File: src/rtl/io_bus_pkg.sv
// Shared types and constants for the I/O bus arbiter: FSM states, master indices
// and the I/O register map addresses.
package io_bus_pkg;

    typedef enum logic [1:0] {
        IDLE,
        ISSUE,
        RESP
    } state_t;

    localparam logic M_CPU = 1'b0;
    localparam logic M_DBG = 1'b1;

    localparam logic [7:0] ADDR_LED      = 8'h00;
    localparam logic [7:0] ADDR_BTN      = 8'h04;
    localparam logic [7:0] ADDR_SEG_RDY  = 8'h08;
    localparam logic [7:0] ADDR_SEG      = 8'h0C;
    localparam logic [7:0] ADDR_SW_AVAIL = 8'h10;
    localparam logic [7:0] ADDR_SW       = 8'h14;
    localparam logic [7:0] ADDR_CNT      = 8'h18;

    // Registers are word-aligned; any low address bit set is a rejected access.
    function automatic logic misaligned(input logic [1:0] lsb);
        return lsb != 2'b00;
    endfunction

endpackage

File: src/rtl/io_bus_arbiter_if.sv
// Request/ack handshake between one bus master and the arbiter.
interface io_bus_arbiter_if #(
    parameter int ADDR_W = 8,
    parameter int DATA_W = 32
);
    logic              req;
    logic              we;
    logic [ADDR_W-1:0] addr;
    logic [DATA_W-1:0] wdata;
    logic              ack;
    logic              err;
    logic [DATA_W-1:0] rdata;

    modport master (output req, we, addr, wdata, input ack, err, rdata);
    modport slave  (input req, we, addr, wdata, output ack, err, rdata);
endinterface

File: src/rtl/rr_arbiter2.sv
// Two-way combinational arbiter: one-hot grant, tie goes to the master that was
// not granted last, or always to master 0 in fixed-priority mode.
module rr_arbiter2 (
    input  logic [1:0] req,
    input  logic       last,
    input  logic       mode,
    output logic [1:0] grant
);
    always_comb begin
        if (req == 2'b11) begin
            grant = (mode || last) ? 2'b01 : 2'b10;
        end else begin
            grant = req;
        end
    end
endmodule

File: src/rtl/io_bus_arbiter.sv
// Shares the I/O register bus between the CPU and the debug port; every
// transaction produces exactly one bus strobe (or none if misaligned) and one ack.
module io_bus_arbiter
    import io_bus_pkg::*;
#(
    parameter int ADDR_W        = 8,
    parameter int DATA_W        = 32,
    parameter int PRIORITY_MODE = 0
) (
    input  logic                 clk,
    input  logic                 rstn,
    io_bus_arbiter_if.slave      m0,
    io_bus_arbiter_if.slave      m1,
    output logic [ADDR_W-1:0]    io_addr,
    output logic [DATA_W-1:0]    io_dout,
    output logic                 io_we,
    output logic                 io_rd,
    input  logic [DATA_W-1:0]    io_din,
    output logic                 busy,
    output logic                 owner
);
    localparam logic FIXED_PRIO = (PRIORITY_MODE != 0);

    state_t            state;
    logic              lat_we;
    logic              lat_err;
    logic [1:0]        grant;
    logic              sel;
    logic              sel_we;
    logic [ADDR_W-1:0] sel_addr;
    logic [DATA_W-1:0] sel_wdata;
    logic              sel_bad;

    rr_arbiter2 u_arb (
        .req   ({m1.req, m0.req}),
        .last  (owner),
        .mode  (FIXED_PRIO),
        .grant (grant)
    );

    assign sel       = grant[1];
    assign sel_we    = sel ? m1.we    : m0.we;
    assign sel_addr  = sel ? m1.addr  : m0.addr;
    assign sel_wdata = sel ? m1.wdata : m0.wdata;
    assign sel_bad   = misaligned(sel_addr[1:0]);

    // NOTE: all state here is registered with non-blocking assignments, and the async
    // reset also clears both rdata holding registers so no stale read data survives it.
    always_ff @(posedge clk or negedge rstn) begin
        if (!rstn) begin
            state    <= IDLE;
            io_addr  <= '0;
            io_dout  <= '0;
            io_we    <= 1'b0;
            io_rd    <= 1'b0;
            busy     <= 1'b0;
            owner    <= M_DBG;
            lat_we   <= 1'b0;
            lat_err  <= 1'b0;
            m0.ack   <= 1'b0;
            m0.err   <= 1'b0;
            m0.rdata <= '0;
            m1.ack   <= 1'b0;
            m1.err   <= 1'b0;
            m1.rdata <= '0;
        end else begin
            case (state)
                IDLE: begin
                    if (|grant) begin
                        owner   <= sel;
                        lat_we  <= sel_we;
                        lat_err <= sel_bad;
                        io_addr <= sel_addr;
                        io_dout <= sel_wdata;
                        // Strobes are launched here so they are high for the whole ISSUE cycle.
                        io_we   <= sel_we & ~sel_bad;
                        io_rd   <= ~sel_we & ~sel_bad;
                        busy    <= 1'b1;
                        state   <= ISSUE;
                    end
                end
                ISSUE: begin
                    io_we <= 1'b0;
                    io_rd <= 1'b0;
                    if (owner == M_CPU) begin
                        m0.ack <= 1'b1;
                        m0.err <= lat_err;
                        if (lat_err)      m0.rdata <= '0;
                        else if (!lat_we) m0.rdata <= io_din;
                    end else begin
                        m1.ack <= 1'b1;
                        m1.err <= lat_err;
                        if (lat_err)      m1.rdata <= '0;
                        else if (!lat_we) m1.rdata <= io_din;
                    end
                    state <= RESP;
                end
                RESP: begin
                    m0.ack <= 1'b0;
                    m0.err <= 1'b0;
                    m1.ack <= 1'b0;
                    m1.err <= 1'b0;
                    busy   <= 1'b0;
                    state  <= IDLE;
                end
                default: state <= IDLE;
            endcase
        end
    end

endmodule

File: src/flat_wrapper.sv
// flat-port wrapper written by rule: the top's interface ports become plain ports
module io_bus_arbiter_flat import io_bus_pkg::*;
#(
    parameter int ADDR_W        = 8,
    parameter int DATA_W        = 32,
    parameter int PRIORITY_MODE = 0
)
  (clk, rstn, io_addr, io_dout, io_we, io_rd, io_din, busy, owner, m0_req, m0_we, m0_addr, m0_wdata, m0_ack, m0_err, m0_rdata, m1_req, m1_we, m1_addr, m1_wdata, m1_ack, m1_err, m1_rdata);
  io_bus_arbiter_if #(.ADDR_W(ADDR_W), .DATA_W(DATA_W)) m0_i ();
  io_bus_arbiter_if #(.ADDR_W(ADDR_W), .DATA_W(DATA_W)) m1_i ();
  input  logic clk;
  input  logic rstn;
  output logic [ADDR_W-1:0] io_addr;
  output logic [DATA_W-1:0] io_dout;
  output logic io_we;
  output logic io_rd;
  input  logic [DATA_W-1:0] io_din;
  output logic busy;
  output logic owner;
  input wire logic [$bits(m0_i.req)-1:0] m0_req;
  input wire logic [$bits(m0_i.we)-1:0] m0_we;
  input wire logic [$bits(m0_i.addr)-1:0] m0_addr;
  input wire logic [$bits(m0_i.wdata)-1:0] m0_wdata;
  output wire logic [$bits(m0_i.ack)-1:0] m0_ack;
  output wire logic [$bits(m0_i.err)-1:0] m0_err;
  output wire logic [$bits(m0_i.rdata)-1:0] m0_rdata;
  input wire logic [$bits(m1_i.req)-1:0] m1_req;
  input wire logic [$bits(m1_i.we)-1:0] m1_we;
  input wire logic [$bits(m1_i.addr)-1:0] m1_addr;
  input wire logic [$bits(m1_i.wdata)-1:0] m1_wdata;
  output wire logic [$bits(m1_i.ack)-1:0] m1_ack;
  output wire logic [$bits(m1_i.err)-1:0] m1_err;
  output wire logic [$bits(m1_i.rdata)-1:0] m1_rdata;
  assign m0_i.req = m0_req;
  assign m0_i.we = m0_we;
  assign m0_i.addr = m0_addr;
  assign m0_i.wdata = m0_wdata;
  assign m0_ack = m0_i.ack;
  assign m0_err = m0_i.err;
  assign m0_rdata = m0_i.rdata;
  assign m1_i.req = m1_req;
  assign m1_i.we = m1_we;
  assign m1_i.addr = m1_addr;
  assign m1_i.wdata = m1_wdata;
  assign m1_ack = m1_i.ack;
  assign m1_err = m1_i.err;
  assign m1_rdata = m1_i.rdata;
  io_bus_arbiter #(.ADDR_W(ADDR_W), .DATA_W(DATA_W), .PRIORITY_MODE(PRIORITY_MODE)) u_core (.clk(clk), .rstn(rstn), .m0(m0_i), .m1(m1_i), .io_addr(io_addr), .io_dout(io_dout), .io_we(io_we), .io_rd(io_rd), .io_din(io_din), .busy(busy), .owner(owner));
endmodule
File: config.mk
export PLATFORM = sky130hd
export DESIGN_NAME = io_bus_arbiter_flat
export DESIGN_NICKNAME = d
export VERILOG_FILES = /design/src/rtl/io_bus_pkg.sv /design/src/rtl/io_bus_arbiter_if.sv /design/src/rtl/rr_arbiter2.sv /design/src/rtl/io_bus_arbiter.sv /design/src/flat_wrapper.sv
export SDC_FILE = /design/constraint.sdc
export NUM_CORES = 1
export LEC_CHECK = 0
export CORE_ASPECT_RATIO = 1.25
export CORE_MARGIN = 5
export CORE_UTILIZATION = 42
export CTS_CLUSTER_DIAMETER = 200
export DETAILED_ROUTE_END_ITERATION = 12
export HOLD_SLACK_MARGIN = 0.08
export PLACE_DENSITY = 0.8
export SYNTH_ARGS = -nofsm -noshare
export SYNTH_HDL_FRONTEND = slang
export SYNTH_SLANG_ARGS = --single-unit
File: constraint.sdc
create_clock -name clk -period 2.03 [get_ports clk]
set_clock_uncertainty 0.2 [all_clocks]
set_input_delay 0.609 -clock clk [delete_from_list [all_inputs] [get_ports clk]]
set_output_delay 0.609 -clock clk [all_outputs]
set_load 0.03 [all_outputs]
======== After elaboration in Yosys (flattened, before gate mapping) ========
Index checks and enable logic that the tools add are counted.
cells by class
  reduce and logical (&&, ||, !) cells .... 13
  bitwise operators ....................... 5
  equal/unequal tests ..................... 7
  muxes and demuxes ....................... 23
operators by type and width
  kind                                                    count
  two-way mux 32 bit                                      3
  case mux 1 bit (2 select lines)                         7
  AND reduction 2 bit                                     5
  two-way mux 1 bit                                       8
  two-way mux 8 bit                                       1
  nonzero test 2 bit                                      4
  two-way mux 2 bit                                       3
  AND reduction 3 bit                                     2
  == test 2 bit (second input constant)                   2
  inequality test 2 x 1 -> 1 bit (second input constant)  2
  inequality test 2 bit (second input constant)           2
  case mux 2 bit (2 select lines)                         1
  NOT 1 bit                                               3
  bitwise AND 1 bit                                       2
  == test 2 x 1 -> 1 bit (second input constant)          1
  zero test 2 bit                                         1
  OR reduction 2 bit                                      1
storage, ports and cells
  register bits ........................... 116
  output and inout bits ................... 112

======== Depth between registers and ports, before layout ========
  depth in word-level cells ............... 8
  mapped depth ............................ 6
  mapped depth without buffers ............ 3

======== Cells and area by module ========
A second synthesis with hierarchy kept.
unflattened totals
  cells, all modules ...................... 405
  area total of the unflattened synthesis .. 5192.5 um^2
by module, submodules not included
  module          instances  area an instance (um^2)  cells each  sequential area each (um^2)
  io_bus_arbiter  1          5170.0                   401         2904.0
  rr_arbiter2     1          22.5                     4           0.0

======== Worst setup path after synthesis ========
No wires, ideal clock.
  path type ............................... input to register
  start ................................... in m1_req
  end ..................................... reg u_core.io_dout[24]
  buffers on the path ..................... 1
  stages on the path ...................... 4
  library setup time ...................... 0.125 ns
  arrival time ............................ 1.640 ns
  slack ................................... 0.065 ns
  cell sequence ........................... a21boi_4 buf_6 mux2_4 mux2_2
on the way
  longest elaborated chain between the ends .. 4
  elaborated cells between the ends (all ways) .. 5
ends and longest elaborated chain
  item                           line                  RTL
  start: declaration             flat_wrapper.sv:27    input wire logic [$bits(m1_i.req)-1:0] m1_req;
  == test 2 bit                  rr_arbiter2.sv:10     if (req == 2'b11) begin
  two-way mux 2 bit (*)          rr_arbiter2.sv:10
  OR reduction 2 bit             io_bus_arbiter.sv:69  if (|grant) begin
  AND reduction 2 bit (no line)  n/a
  end signal: assignment         io_bus_arbiter.sv:74  io_dout <= sel_wdata;
  end: declaration               io_bus_arbiter.sv:15  output logic [DATA_W-1:0] io_dout,
Mark *: on every way between the ends. The rest lies on a longest branch, timed or not.
A chain may end at the register's enable or synchronous reset.

======== Final worst setup path ========
  start ................................... reg u_core.io_dout[4]
  end ..................................... out io_dout[4]
RTL lines
  item              line                RTL
  end: declaration  flat_wrapper.sv:14  output logic [DATA_W-1:0] io_dout;
No word-level cell between the ends.

==> key figures <==
Timing
  – Max Fclk: 505 MHz
  – Setup TNS: 0 ns
  – Worst Tran Pin Value: 0.391 ns
  – Worst hold margin: 0.276 ns
  – Min Tclk post-route: 1.98 ns
  – Max-slew violation count: 0
  – # setup viols final: 0
  – Period utilization: 97.5%
  – Worst slew margin: 73.9%
  – Final Hold Vio Count: 0
  – RSZ-0062 raised after global routing: no

Yosys
  – Sequential share of the synthesized area: 55.2%
  – Syn Area/Cell: 14.6 um2
  – Syn Nets: 477
  – Post-synthesis cell area: 0.00526 mm2
  – Cells after synthesis: 359
  – YS warnings: 0
  – Post-synthesis cell type count: 29
  – #FFs+latches synth: 116

Clock network
  – Clk_lat worst skew: 0.40 ns
  – H-tree Lvls: 4
  – CTS Sinks: 116
  – CTS max path bufs: 2
  – Worst-path clk slew: 0.05 ns
  – Root buffer cell: clkbuf_16
  – Number of clock buffers inserted by TritonCTS: 17
  – CTS tree: done

Route
  – Detail Route Antenna Nets: 0
  – Vias post-DR: 3,822
  – Post-route DRC: 0
  – Routed wire length: 14.3 mm
  – Routed length per instance: 18.3 um
  – DR iter-0 viols: 79
  – First-pass iteration count of the detailed router: 4
  – Number of vias per cell: 4.89

Hold path
  – WHS Endpoint: u_core.m0.rdata[3]
  – Hold depth: 1
  – Hold Crit Start: u_core.m0.rdata[3]
  – HP Class: flip-flop to flip-flop

GRT
  – First-pass GRT wire length: 22.2 mm
  – Routing usage on met2: 33.9%
  – Global-route usage over all layers: 19.3%
  – GRT met1 Usage: 20.5%
  – Gr busiest metal: met2
  – Initial antenna violation count: 0
  – Pin count of the biggest net entering global routing: 44
  – Vias in the first global route: 4,221
  – M3 GR Usage: 8.61%
  – GR Overflow Total: 0

Layout
  – Register area: 0.00290 mm2
  – Ratio of cells with drive above 1 in the final layout: 30.9%
  – Area of the multi-input gates: 0.00216 mm2
  – Finished Cell Area: 0.00831 mm2
  – N_diodes: 0
  – Nets: 723
  – Layout fillers: 928
  – Final core utilization: 68.0%
  – Area Growth Syn to Fin: 58.0%

Die
  – Die span in y: 135 um
  – Cell row count: 45
  – Die area: 0.0149 mm2
  – Starting Density: 43.0%
  – Ports: 230
  – Die Width: 110 um
  – Core area: 0.0122 mm2

Critical path
  – Startpoint types: flip-flop
  – FF-to-FF End: u_core.io_dout[28]
  – Critical Path Max Stage Delay: 0.44 ns
  – Crit path capture type: output pin
  – Crit path arrival time: 1.17 ns
  – Critical Path, Cell by Cell: dlygate4sd2_1
  – CP max-delay cell: dlygate4sd2_1
  – CP Class: flip-flop to output pin
  – R2R setup slack: 0.18 ns
  – Crit path buf inv count: 1
  – CP max FO: 2
  – R2R depth: 4
  – Critical path data required time: 1.22 ns
  – Cell family with most CP delay: buffers and inverters
  – R2r startpoint: u_core.owner

Power and ir drop
  – Leakage power: 3.94 nW
  – Power Total: 12.4 mW
  – Pwr Density: 1490 mW/mm2
  – Peak supply drop: 0.676 mV

Place
  – RePlAce Congestion: 0.754
  – IO buf count: 229
  – HPWL after DPL: 10.5 mm
  – Dpl cell area: 0.00779 mm2

Flow run
  – Max-cap viol count: 0

Run status
  – Status: finished, final reports clean
[cells by family (layout without fill, tap and decap cells)]
logic type | after synthesis | after routing | share of synthesized area [%]
multiplexers | 151 | 151 | 32.8
flip-flops | 116 | 116 | 55.2
AND/OR/NAND/NOR | 53 | 53 | 6.19
buffers and inverters | 24 | 283 | 3.78
AO/OA/AOI/OAI | 15 | 15 | 2.00
[through the flow]
step / setup WS, ns / cells
floorplan: 0.0652 / 359
global placement: -0.443 / 747
detailed placement: -0.501 / 747
CTS: 0.00338 / 782
global route: 0.000399 / 782
finish: 0.0510 / 782
[synth_stat cells (all sizes together)]
cell	n	area, um2
nor2b	33	209
nand2b	4	32.5
inv	2	7.51
a21boi	1	18.8
o21ai	6	30.0
a32o	2	20.0
nor3	2	10.0
nand2	6	22.5
nor4b	1	8.76
dfstp	1	26.3
clkbuf	4	15.0
mux2i	4	40.0
mux2	147	1690
buf	18	176
o31ai	1	7.51
nor3b	2	15.0
a31oi	1	6.26
a21oi	3	15.0
nand3	1	10.0
o21a	1	7.51
and3	1	6.26
nor2	3	11.3
dfrtp	115	2880
[power by group]
part | switching [mW] | total, mW | internal (mW)
combinational | 3.25 | 5.73 | 2.48
clock | 0.987 | 3.01 | 2.02
sequential | 0.468 | 3.67 | 3.20
total | 4.70 | 12.4 | 7.70
[cell type report]
type | count | area share, %
Clock inverter | 9 | 1.52
Tap cell | 164 | 2.47
Sequential cell | 116 | 35.0
Multi-Input combinational cell | 219 | 26.0
Clock buffer | 23 | 5.75
Inverter | 2 | 0.0904
Timing Repair Buffer | 249 | 29.2
[worst max path at each step]
stage / startpoint / endpoint / slack [ns] / depth (start not counted)
floorplan: m1_req / u_core.io_dout[24] / 0.07 / 4
global placement: m1_req / u_core.io_dout[1] / -0.44 / 5
detailed placement: m1_req / u_core.io_dout[31] / -0.50 / 5
finish: u_core.io_dout[4] / io_dout[4] / 0.05 / 1
global route: u_core.io_dout[7] / io_dout[7] / 0.0004 / 1
CTS: u_core.busy / busy / 0.003 / 1
[layout by cell type (no fill, tap or decap), types with 4 or more instances in the layout]
cell / netlist / routed
mux2_1: 16 / 16
clkdlybuf4s15_1: 0 / 9
mux2i_1: 4 / 4
mux2_2: 123 / 123
buf_4: 2 / 11
nor2b_1: 32 / 32
nand2_1: 6 / 6
mux2_4: 8 / 8
dlygate4sd2_1: 0 / 101
dfrtp_1: 115 / 115
clkbuf_16: 0 / 17
clkinv_2: 0 / 4
o21ai_0: 6 / 6
buf_12: 0 / 8
clkdlybuf4s50_1: 0 / 114
[per-layer routing]
metal | vias up | part of all wire, %
met5 | - | 0
met4 | 0 | 1.0
met3 | 11 | 11
met2 | 157 | 52
met1 | 1890 | 36
li1 | 1764 | -
[state kept, by name, summed over array words and instances, names as in the netlist]
| name | count |
|---|---|
| u_core.io_rd | 1 |
| u_core.m0.ack | 1 |
| u_core.io_we | 1 |
| u_core.busy | 1 |
| u_core.io_addr | 8 |
| u_core.lat_we | 1 |
| u_core.lat_err | 1 |
| u_core.m0.rdata | 32 |
| u_core.state | 2 |
| u_core.m0.err | 1 |
| u_core.owner | 1 |
| u_core.m1.ack | 1 |
| u_core.m1.err | 1 |
| u_core.m1.rdata | 32 |
| u_core.io_dout | 32 |
[worst register-to-register path, stage by stage (launching register included)]
cell	delay, ns
dfstp_2	0.59
a21boi_4	0.09
bufbuf_16	0.29
mux2_4	0.30
mux2_2	0.26
[what timing repair did]
| action | 4_1_cts | 5_1_grt |
|---|---|---|
| setup endpoints to repair | 152 | 12 |
| endpoints found under the hold margin | 11 | 0 |
| hold buffers | 1 | 0 |
| setup buffers | 1 | 0 |
| gates cloned | 1 | 0 |
| pin swaps | 1 | 0 |
| resized for setup | 117 | 12 |
Note: power is estimated with default switching activity, not from simulation.
